`src/rtl/pcie_cfg_mgmt_bridge.sv`:
```
// AXI-Stream to PCIe cfg_mgmt bridge: commands are queued in a small FIFO and replayed
// one at a time on the configuration management port, with a timeout and one-beat responses.
module pcie_cfg_mgmt_bridge #(
   parameter int FIFO_DEPTH     = 4,
   parameter int TIMEOUT_CYCLES = 255,
   parameter int STAT_WIDTH     = 16
) (
   input  logic                  user_clk,
   input  logic                  user_reset,
   input  logic [63:0]           s_axis_cmd_tdata,
   input  logic                  s_axis_cmd_tvalid,
   output logic                  s_axis_cmd_tready,
   output logic [63:0]           m_axis_rsp_tdata,
   output logic                  m_axis_rsp_tvalid,
   input  logic                  m_axis_rsp_tready,
   output logic                  m_axis_rsp_tlast,
   output logic [31:0]           cfg_mgmt_di,
   input  logic [31:0]           cfg_mgmt_do,
   output logic [9:0]            cfg_mgmt_dwaddr,
   output logic [3:0]            cfg_mgmt_byte_en,
   output logic                  cfg_mgmt_rd_en,
   output logic                  cfg_mgmt_wr_en,
   output logic                  cfg_mgmt_wr_readonly,
   output logic                  cfg_mgmt_wr_rw1c_as_rw,
   input  logic                  cfg_mgmt_rd_wr_done,
   output logic [STAT_WIDTH-1:0] stat_cmd_count,
   output logic [STAT_WIDTH-1:0] stat_timeout_count
);

   localparam int AW = $clog2(FIFO_DEPTH);
   localparam int CW = AW + 1;
   localparam logic [CW-1:0] FULL_COUNT = CW'(FIFO_DEPTH);
   localparam logic [15:0]   TO_LIMIT   = 16'(TIMEOUT_CYCLES);

   typedef enum logic [1:0] {IDLE, ISSUE, RESP} state_t;

   typedef struct packed {
      logic        rw1c;
      logic        ro;
      logic        wr;
      logic [3:0]  be;
      logic [9:0]  addr;
      logic [31:0] data;
   } cmd_t;

   cmd_t            mem [FIFO_DEPTH];
   cmd_t            cmd_in;
   cmd_t            head;
   logic [AW-1:0]   wr_ptr, rd_ptr;
   logic [CW-1:0]   count, count_next;
   state_t          state;
   logic [15:0]     issue_cnt;
   logic            push, pop;
   logic            unused_cmd_bits;

   assign cmd_in = {s_axis_cmd_tdata[50], s_axis_cmd_tdata[49], s_axis_cmd_tdata[48],
                    s_axis_cmd_tdata[47:44], s_axis_cmd_tdata[41:32], s_axis_cmd_tdata[31:0]};
   assign unused_cmd_bits = ^{s_axis_cmd_tdata[63:51], s_axis_cmd_tdata[43:42]};

   assign push = s_axis_cmd_tvalid && s_axis_cmd_tready;
   assign pop  = (state == IDLE) && (count != '0);
   assign head = mem[rd_ptr];
   assign m_axis_rsp_tlast = m_axis_rsp_tvalid;

   always_comb begin
      // NOTE: every always_comb output gets a default first so no path can infer a latch.
      count_next = count;
      case ({push, pop})
         2'b10:   count_next = count + 1'b1;
         2'b01:   count_next = count - 1'b1;
         default: count_next = count;
      endcase
   end

   // NOTE: FIFO storage has no reset; the pointers and count alone define which entries are valid.
   always_ff @(posedge user_clk) begin
      if (push) mem[wr_ptr] <= cmd_in;
   end

   always_ff @(posedge user_clk or posedge user_reset) begin
      if (user_reset) begin
         wr_ptr                 <= '0;
         rd_ptr                 <= '0;
         count                  <= '0;
         s_axis_cmd_tready      <= 1'b0;
         state                  <= IDLE;
         issue_cnt              <= '0;
         cfg_mgmt_di            <= '0;
         cfg_mgmt_dwaddr        <= '0;
         cfg_mgmt_byte_en       <= '0;
         cfg_mgmt_rd_en         <= 1'b0;
         cfg_mgmt_wr_en         <= 1'b0;
         cfg_mgmt_wr_readonly   <= 1'b0;
         cfg_mgmt_wr_rw1c_as_rw <= 1'b0;
         m_axis_rsp_tdata       <= '0;
         m_axis_rsp_tvalid      <= 1'b0;
         stat_cmd_count         <= '0;
         stat_timeout_count     <= '0;
      end else begin
         if (push) wr_ptr <= wr_ptr + 1'b1;
         if (pop)  rd_ptr <= rd_ptr + 1'b1;
         count             <= count_next;
         s_axis_cmd_tready <= (count_next != FULL_COUNT);

         case (state)
            IDLE: begin
               if (pop) begin
                  state                  <= ISSUE;
                  issue_cnt              <= 16'd1;
                  cfg_mgmt_di            <= head.data;
                  cfg_mgmt_dwaddr        <= head.addr;
                  cfg_mgmt_byte_en       <= head.be;
                  cfg_mgmt_wr_readonly   <= head.ro;
                  cfg_mgmt_wr_rw1c_as_rw <= head.rw1c;
                  cfg_mgmt_rd_en         <= ~head.wr;
                  cfg_mgmt_wr_en         <= head.wr;
               end
            end
            ISSUE: begin
               // done is checked first so it wins over a timeout in the same cycle
               if (cfg_mgmt_rd_wr_done) begin
                  state             <= RESP;
                  cfg_mgmt_rd_en    <= 1'b0;
                  cfg_mgmt_wr_en    <= 1'b0;
                  m_axis_rsp_tvalid <= 1'b1;
                  m_axis_rsp_tdata  <= {14'b0, 1'b0, cfg_mgmt_wr_en, 6'b0, cfg_mgmt_dwaddr,
                                        cfg_mgmt_wr_en ? 32'b0 : cfg_mgmt_do};
               end else if (issue_cnt == TO_LIMIT) begin
                  state             <= RESP;
                  cfg_mgmt_rd_en    <= 1'b0;
                  cfg_mgmt_wr_en    <= 1'b0;
                  m_axis_rsp_tvalid <= 1'b1;
                  m_axis_rsp_tdata  <= {14'b0, 1'b1, cfg_mgmt_wr_en, 6'b0, cfg_mgmt_dwaddr, 32'b0};
                  if (stat_timeout_count != '1) stat_timeout_count <= stat_timeout_count + 1'b1;
               end else begin
                  issue_cnt <= issue_cnt + 1'b1;
               end
            end
            RESP: begin
               if (m_axis_rsp_tready) begin
                  state             <= IDLE;
                  m_axis_rsp_tvalid <= 1'b0;
                  stat_cmd_count    <= stat_cmd_count + 1'b1;
               end
            end
            default: state <= IDLE;
         endcase
      end
   end

endmodule

```
`config.mk`:
```
export PLATFORM = sky130hd
export DESIGN_NAME = pcie_cfg_mgmt_bridge
export DESIGN_NICKNAME = d
export VERILOG_FILES = /design/src/rtl/pcie_cfg_mgmt_bridge.sv
export SDC_FILE = /design/constraint.sdc
export NUM_CORES = 1
export LEC_CHECK = 0
export CAP_MARGIN = 30
export CORE_MARGIN = 1
export CORE_UTILIZATION = 56
export CTS_CLUSTER_SIZE = 40
export DETAILED_ROUTE_END_ITERATION = 7
export PLACE_DENSITY = 0.88
export SLEW_MARGIN = 40
export SYNTH_ARGS = -nofsm -noshare
export SYNTH_HDL_FRONTEND = slang
export SYNTH_SLANG_ARGS = --single-unit
```
`constraint.sdc`:
```
create_clock -name user_clk -period 10.27 [get_ports user_clk]
set_input_delay 1.027 -clock user_clk [delete_from_list [all_inputs] [get_ports user_clk]]
set_output_delay 1.027 -clock user_clk [all_outputs]
set_load 0.005 [all_outputs]
```
## Word level (Yosys, flattened, before mapping)

Memories as Yosys holds them, arrays and structs flattened.
Index checks and enable logic that the tools add are counted.

- Add/subtract/negate cells: 7
- Equality and inequality tests: 12
- Mux-type cells: 25
- Bitwise operators: 2
- Reduce and logical (&&, ||, !) cells: 15

Operators by type and width:

| cell | count |
|---|---|
| $mux W64 | 2 |
| $add A16 B1 Y16 const B | 3 |
| $mux W16 | 3 |
| $mux W32 | 1 |
| $pmux W16 S2 | 1 |
| $eq A16 B8 Y1 const B | 1 |
| $ne A16 B16 Y1 const B | 1 |
| $mux W1 | 9 |
| $reduce_and A3 Y1 | 3 |
| $mux W2 | 4 |
| $ne A2 B2 Y1 const B | 4 |
| $reduce_and A4 Y1 | 2 |
| $ne A3 B3 Y1 const B | 2 |
| $pmux W1 S2 | 3 |
| $pmux W2 S3 | 1 |
| $pmux W3 S2 | 1 |
| $reduce_and A2 Y1 | 3 |
| $reduce_bool A2 Y1 | 3 |
| $add A2 B1 Y2 const B | 2 |
| $eq A2 B1 Y1 const B | 2 |
| $eq A2 B2 Y1 const B | 2 |
| $add A3 B1 Y3 const B | 1 |
| $reduce_bool A3 Y1 | 1 |
| $sub A3 B1 Y3 const B | 1 |
| 3 further kinds | 5 |

- Bits in registers: 173
- Bits in writable memories: 196
- Input bits: 101
- Output and inout bits: 149
- Logic and storage cells: 79
- Memories: 1

Memory list:

| memory | words | bits a word | read ports | clocked after Yosys merged registers in | wr ports | RTL line | text |
|---|---|---|---|---|---|---|---|
| mem | 4 | 49 | 1 | 0 | 1 | 46 | `cmd_t mem [FIFO_DEPTH];` |

## Longest topological paths before layout

- Word-level depth: 5
- Mapped depth: 12
- Mapped depth without buffers: 10

## Worst setup path after synthesis

No wires, ideal clock.

- Path type: in2reg
- Start point: input port s_axis_cmd_tvalid
- End point: memory mem[0][0] in the netlist's numbering, enable pin
- Library setup time: 0.412 ns
- Arrival time: 2.244 ns
- Required time: 9.858 ns
- Slack: 7.615 ns
- Cell stages on the path: 1
- Path buffers: 0
- Path through: and3_1

- Word-level cells in the longest chain between the ends: 3

Ends and longest elaborated chain:

| element | RTL line | text |
|---|---|---|
| start, declared | 11 | `input logic s_axis_cmd_tvalid,` |
| $logic_and A1 B1 Y1 | 60 | `assign push = s_axis_cmd_tvalid && s_axis_cmd_tready;` |
| $mux W1 | 77 | `if (push) mem[wr_ptr] <= cmd_in;` |
| $mux W1 (not written as such) | 77 |  |
| end, declared | 46 |  |

No other way between the ends.

## Worst setup path in the final report

- Start point: register issue_cnt[0]
- End point: register m_axis_rsp_tdata[35]

- Word-level cells in the longest chain between the ends: 3

Ends and longest elaborated chain:

| element | RTL line | text |
|---|---|---|
| start, declared | 52 | `logic [15:0] issue_cnt;` |
| start signal, assigned | 136 | `issue_cnt <= issue_cnt + 1'b1;` |
| $eq A16 B8 Y1 | 128 | `end else if (issue_cnt == TO_LIMIT) begin` |
| $reduce_bool A2 Y1 (no source line) | - |  |
| $reduce_and A2 Y1 (no source line) | - |  |
| end signal, assigned | 126 | `m_axis_rsp_tdata <= {14'b0, 1'b0, cfg_mgmt_wr_en, 6'b0, cfg_mgmt_dwaddr,` |
| end signal, assigned | 133 | `m_axis_rsp_tdata <= {14'b0, 1'b1, cfg_mgmt_wr_en, 6'b0, cfg_mgmt_dwaddr, 32'b0};` |
| end, declared | 13 | `output logic [63:0] m_axis_rsp_tdata,` |

No other way between the ends.
A chain may end at the register's enable or synchronous reset.

==> results_dict.tcl <==
set metrics [dict create \
    status "finished clean" \
    syn_area_um2 13700 \
    via_count 8119 \
    largest_family_of_logic_cells_by_synthesized_area "multiplexers" \
    antenna_found_initial 1 \
    min_path_type "register to register" \
    netlist-cell-type-count 49 \
    syn_to_final_growth_pct 26.3 \
    maximum_vdd_drop_v 0.000199 \
    syn_area_per_cell_um2 15.5 \
    final.min_clock_period_ps 2680 \
    dominantRegCellSynth "sky130_fd_sc_hd__edfxtp_1" \
    synth_compound_area_frac 0.0386 \
    final-hold-violation-count 0 \
    synth.ff_latch_count 349 \
    grt_first_pass_wirelength_mm 45.0 \
    finClkSkew_ps 30.5 \
    vias_per_cell 5.61 \
    clkSlewWorstSetupHoldPaths_ps 60 \
    worst-path-max-fanout 45 \
    setup_total_negative_slack_ps 0 \
    setup-violations-final 0 \
    worst_skew_pair.late_latency_ps 520 \
    layout_commonest_cell "sky130_fd_sc_hd__clkdlybuf4s50_1" \
    drt_iter0_markers 569 \
    dieArea_um2 25000 \
    tritoncts "done" \
    preCtsSetupSlack_ps 7190 \
    post_synth_adder_cell_area 0.00880 \
    die-width_um 158 \
    worstSetupEndpointType "register" \
    drt_first_pass_iters 5 \
    criticalPathCategory "register to register" \
    fillerInstances 1458 \
    postRouteAntennaNets 0 \
    synth-xor-area-share 0.0212 \
    setup_slack_ps 7590 \
    slew_viol_final 0 \
    slew_worst_pin_ps 732 \
    instance_count_of_the_mapped_netlist 878 \
    max_cap_viol_count 0 \
    static-leakage-power_nw 6.78 \
    final-seq-area_um2 9720 \
    fin_cells 1448 \
    cts_sinks 349 \
    cp_data_required_time_ps 10650 \
    floorplan.die.height_um 158 \
    cts_hold_buffers 0 \
    rows 56 \
    cts-root-buf "sky130_fd_sc_hd__clkbuf_16" \
    final_core_util 0.728 \
    timing.critical_path.arrival_ps 3050 \
    cts.htree.levels 2 \
    postCtsSetupBuffers 0 \
    initial_core_util 0.576 \
    port-buffer-count 214 \
    cts.repair.resized 0 \
    routedWlPerCell_um 20.0 \
    floorplan.core_area_um2 23700 \
    synth_warn 0 \
    fraction_of_registers_with_async_set_reset 0.438 \
    gp_congestion 0.820 \
    post_synth_and_or_nand_nor_area_fraction 0.0918 \
    period_share 0.260 \
    number_of_design_rule_violations_left_after_detail_routing 0 \
    grt_util_all_layers 0.239 \
    clockBufferDepth 3 \
    layout.nets 1212 \
    slew_headroom 0.512 \
    powerDensity_nw_per_um2 283 \
    layout-drive-gt1-share 0.131 \
    numCtsBuffers 36 \
    floorplan.io_pins 250 \
    yosysSeqAreaShare 0.712 \
    hpwlAfterDp_mm 18.5 \
    placed_cells_incl_taps 1383 \
    rsz0062_at_grt "no" \
    multi_input_comb_area_um2 3600 \
    grt_start_max_net_pins 79 \
    post_synth_mux_area_share 0.0972 \
    maxClockFrequency_mhz 374 \
    vias_in_the_first_global_route 8489 \
    grt-ovfl-total 0 \
    mostFrequentLayoutCells "214 x sky130_fd_sc_hd__clkdlybuf4s50_1, 196 x sky130_fd_sc_hd__edfxtp_1, 172 x sky130_fd_sc_hd__nand2_1" \
    worst_setup_path_start_kind "register" \
    route.final.wire_length_mm 29.0 \
    count_of_flip_flops_with_a_built_in_enable_after_synthesis 196 \
]
cell usage after synthesis (all sizes together) (3+ instances only):
master	instances	area, um^2
edfxtp	196	5890
nand2	172	646
dfrtp	153	3830
mux4	49	1100
buf	38	270
a22o	32	280
nand3	27	135
nor2	23	96.4
o21ai	22	110
clkbuf	21	78.8
inv	18	67.6
mux2	18	203
xnor2	17	149
xor2	16	140
nand4	10	77.6
and3	8	50.1
ha	8	100
a21oi	7	38.8
and4	6	52.6
nor3	6	35.0
nor4	5	76.3
or3	5	31.3
nand2b	3	18.8
worst max-delay path: stages (launching register included):
cell	delay [ps]
sky130_fd_sc_hd__dfrtp_1	410
sky130_fd_sc_hd__ha_1	270
sky130_fd_sc_hd__and4_1	340
sky130_fd_sc_hd__and4_1	320
sky130_fd_sc_hd__o21bai_4	250
sky130_fd_sc_hd__buf_4	490
sky130_fd_sc_hd__mux2_2	400
flip-flops by register name, summed over array words and instances (netlist names), 2 cells and up:
name                count
rd_ptr                  2
cfg_mgmt_dwaddr        10
count                   3
wr_ptr                  2
cfg_mgmt_byte_en        4
issue_cnt              16
state                   2
stat_cmd_count         16
mem                   196
cfg_mgmt_di            32
stat_timeout_count     16
m_axis_rsp_tdata       44
report_power, final:
group          switching (mW)  total, mW  internal, mW
Clock                   0.512       1.29         0.776
Combinational           0.727       1.52         0.788
Sequential              0.211       2.08          1.87
Total                    1.45       4.89          3.44
layout make-up:
class	count	share of cell area
Multi-Input combinational cell	471	0.209
Tap cell	319	0.0231
Timing Repair Buffer	226	0.131
Sequential cell	349	0.564
Antenna cell	1	0.000145
Clock buffer	51	0.0596
Clock inverter	13	0.00900
Inverter	18	0.00435
through the flow:
stage               area (um^2)  power [mW]  hold WS [ps]
floorplan                 13700        2.91           459
global placement          16000        3.54           460
detailed placement        16100        3.63           467
CTS                       17200        4.94           475
global route              17200        5.15           502
finish                    17200        4.89           473
cells by family (layout without fill, tap and decap cells):
kind of cell | count (synthesis) | after routing
other cells | 1 | 21
xor+xnor | 33 | 33
mux | 69 | 69
buf+inv | 77 | 308
compound gates | 70 | 70
flops | 349 | 349
simple gates | 270 | 270
fa+ha+maj | 9 | 9
routing by layer:
metal | up-vias | track usage | wire [um]
li1 | 3632 | - | -
met1 | 4089 | 0.279 | 11100
met2 | 334 | 0.423 | 14500
met3 | 64 | 0.0673 | 2710
met4 | 0 | 0.0797 | 709
met5 | - | 0 | 0
path summary, 6_finish.rpt:
kind                                  from                    to  slack, ps  cells after the start
setup / recovery              issue_cnt[0]  m_axis_rsp_tdata[35]       7590                      6
hold / removal             cfg_mgmt_di[26]       cfg_mgmt_di[26]        470                      2
setup reg to reg              issue_cnt[0]  m_axis_rsp_tdata[35]       7590                      6
hold reg to reg            cfg_mgmt_di[26]       cfg_mgmt_di[26]        470                      2
max in group asynchronous       user_reset  m_axis_rsp_tdata[17]       8150                      3
min in group asynchronous       user_reset    cfg_mgmt_dwaddr[8]       1030                      2
(Power assumes the default switching activity.)
==> RTL edit, RTL diff (same settings) <==
Register the output `stat_timeout_count` once more, cleared by the reset; this adds one clock of latency there. The other outputs are not delayed to match.
--- a/src/rtl/pcie_cfg_mgmt_bridge.sv
+++ b/src/rtl/pcie_cfg_mgmt_bridge.sv
@@ -44,2 +44,4 @@
    } cmd_t;
+
+   logic [STAT_WIDTH-1:0] stat_timeout_count_s0;
 
@@ -97,3 +99,3 @@
          stat_cmd_count         <= '0;
-         stat_timeout_count     <= '0;
+         stat_timeout_count_s0  <= '0;
       end else begin
@@ -133,3 +135,3 @@
                   m_axis_rsp_tdata  <= {14'b0, 1'b1, cfg_mgmt_wr_en, 6'b0, cfg_mgmt_dwaddr, 32'b0};
-                  if (stat_timeout_count != '1) stat_timeout_count <= stat_timeout_count + 1'b1;
+                  if (stat_timeout_count_s0 != '1) stat_timeout_count_s0 <= stat_timeout_count_s0 + 1'b1;
                end else begin
@@ -150,2 +152,10 @@
 
+   always_ff @(posedge user_clk or posedge user_reset) begin
+      if (user_reset) begin
+         stat_timeout_count <= '0;
+      end else begin
+         stat_timeout_count <= stat_timeout_count_s0;
+      end
+   end
+
 endmodule
Check against the original RTL: same outputs for any inputs over 4 cycles, from zero or initial values and one cycle with user_reset high; that may be too few to reach the edited logic, so the function may still have changed.
==> RTL edit against the unedited design <==
  * Clock skew fell by 0.017 ns
  * Largest power group unchanged
  * Sequential share of layout area rose by 0.76 points
  * Clock power rose by 4%
  * Critical path type is now input port to register
  * Worst setup slack got worse by 0.051 ns
  * Total power rose by 1.9%
  * First-iteration DRC count rose by 1.8%
  * Non-clock buffer count rose by 1
  * Sequential cell count rose by 16
  * Synthesized area rose by 2.9%
  * Routed wire length fell by 1.9%
  * Critical endpoint is now issue_cnt[13]$_DFFE_PP0P_
  * Largest cell class unchanged
  * Hold slack got worse by 0.048 ns
  * Count of clock-buffer cells in the layout rose by 2
  * Design area rose by 2.7%
==> RTL edit: results (changes against the unedited design) <==
[cells_and_area]
seq_area_um2=10100  ; was 9720 µm²
diodes=3  ; was 1
nMultiInputCombCells=474  ; was 471
nets=1228  ; was 1212
fill_cells=1533  ; was 1458
seq_share_pct=57.1  ; was 56.4%
layout-drive-gt1-share_pct=13.0  ; was 13.1%
buffers=227  ; was 226

[synth]
ys_seq_area_share_pct=72.0  ; was 71.2%
async_flop_share_pct=46.3  ; was 43.8%
synthTopCellsByArea=edfxtp_1 42%, dfrtp_1 30%, mux4_2 7.9%  ; was edfxtp_1 43%, dfrtp_1 28%, mux4_2 8.1%
synth_common_cells=196 x edfxtp_1, 174 x nand2_1, 169 x dfrtp_1  ; was 196 x edfxtp_1, 172 x nand2_1, 153 x dfrtp_1
synth_compound_area_share_pct=3.70  ; was 3.86%
ys_ff_latch=365  ; was 349
synthXorXnorAreaFrac_pct=2.18  ; was 2.12%
synth.distinct_cells=54  ; was 49
synth_adder_area_share_pct=0.855  ; was 0.880%

[placement]
dp_hpwl_mm=17.4  ; was 18.5 mm
place_area_um2=16500  ; was 16100 µm²
gp_congestion=0.811  ; was 0.820

[worst_setup_path]
slowest_delay_ns=0.58  ; was 0.49 ns
critPathCapture=issue_cnt[13]$_DFFE_PP0P_  ; was m_axis_rsp_tdata[35]$_DFFE_PP0P_
r2r_cells=8  ; was 6
rr_endpoint=issue_cnt[5]$_DFFE_PP0P_  ; was m_axis_rsp_tdata[35]$_DFFE_PP0P_
r2r_setup_slack_ns=7.55  ; was 7.59 ns

[routing]
dr_wl_met2_mm=14.6  ; was 14.5 mm
drtIter0Drc=579  ; was 569
wl_met1_mm=11.2  ; was 11.1 mm
wl_per_cell_um=19.3  ; was 20.0 µm
wl_met3_mm=2.02  ; was 2.71 mm
vias_per_cell=5.54  ; was 5.61

[grt]
globalRouteMet2Util_pct=38.8  ; was 42.3%
use_met3_pct=5.58  ; was 6.73%
grt_start_max_net_pins=65  ; was 79
grtUsageTotal_pct=22.4  ; was 23.9%
use_met1_pct=28.4  ; was 27.9%
grt_pass1_vias=8439  ; was 8489

[hold_path]
hp-start=stat_timeout_count_s0[10]$_DFFE_PP0P_  ; was cfg_mgmt_di[26]$_DFFE_PP0P_
hold_path_end=stat_timeout_count[10]$_DFF_PP0_  ; was cfg_mgmt_di[26]$_DFFE_PP0P_

[status]
status=finished, final reports clean  ; unchanged

[timing]
whs_ns=0.425  ; was 0.473 ns
fin_skew_ns=0.0132  ; was 0.0305 ns

[pwr]
p_leak_nw=6.98  ; was 6.78 nW

==> RTL edit: changes by cell type in the layout (fill, tap and decap cells not counted), sizes merged, moves of 4 or more <==
cell   delta
nor3      +4
inv       -6
o21ai     -5
nor2      -4
xnor2    +10
dfrtp    +16
xor2      -8
mux2      -5
==> RTL edit: power by group through the flow <==
| stage | clock [mW] | combinational, mW | sequential [mW] |
|---|---|---|---|
| 2_1_floorplan | 0 | 0.850 | 2.12 |
| 4_1_cts | 1.37 | 1.54 | 2.13 |
| 3_3_place_gp | 0 | 1.41 | 2.19 |
| 3_5_place_dp | 0 | 1.52 | 2.15 |
| 6_report | 1.34 | 1.51 | 2.13 |
| 5_1_grt | 1.43 | 1.65 | 2.17 |
==> RTL edit: worst reg2reg max path, cell delays in order (launching register included) <==
cell and delay [ns]:
dfrtp_1 0.43, or3_2 0.48, buf_4 0.35, inv_2 0.14
buf_4 0.55, a21oi_2 0.22, inv_2 0.12, o21ai_0 0.08
a22o_1 0.23
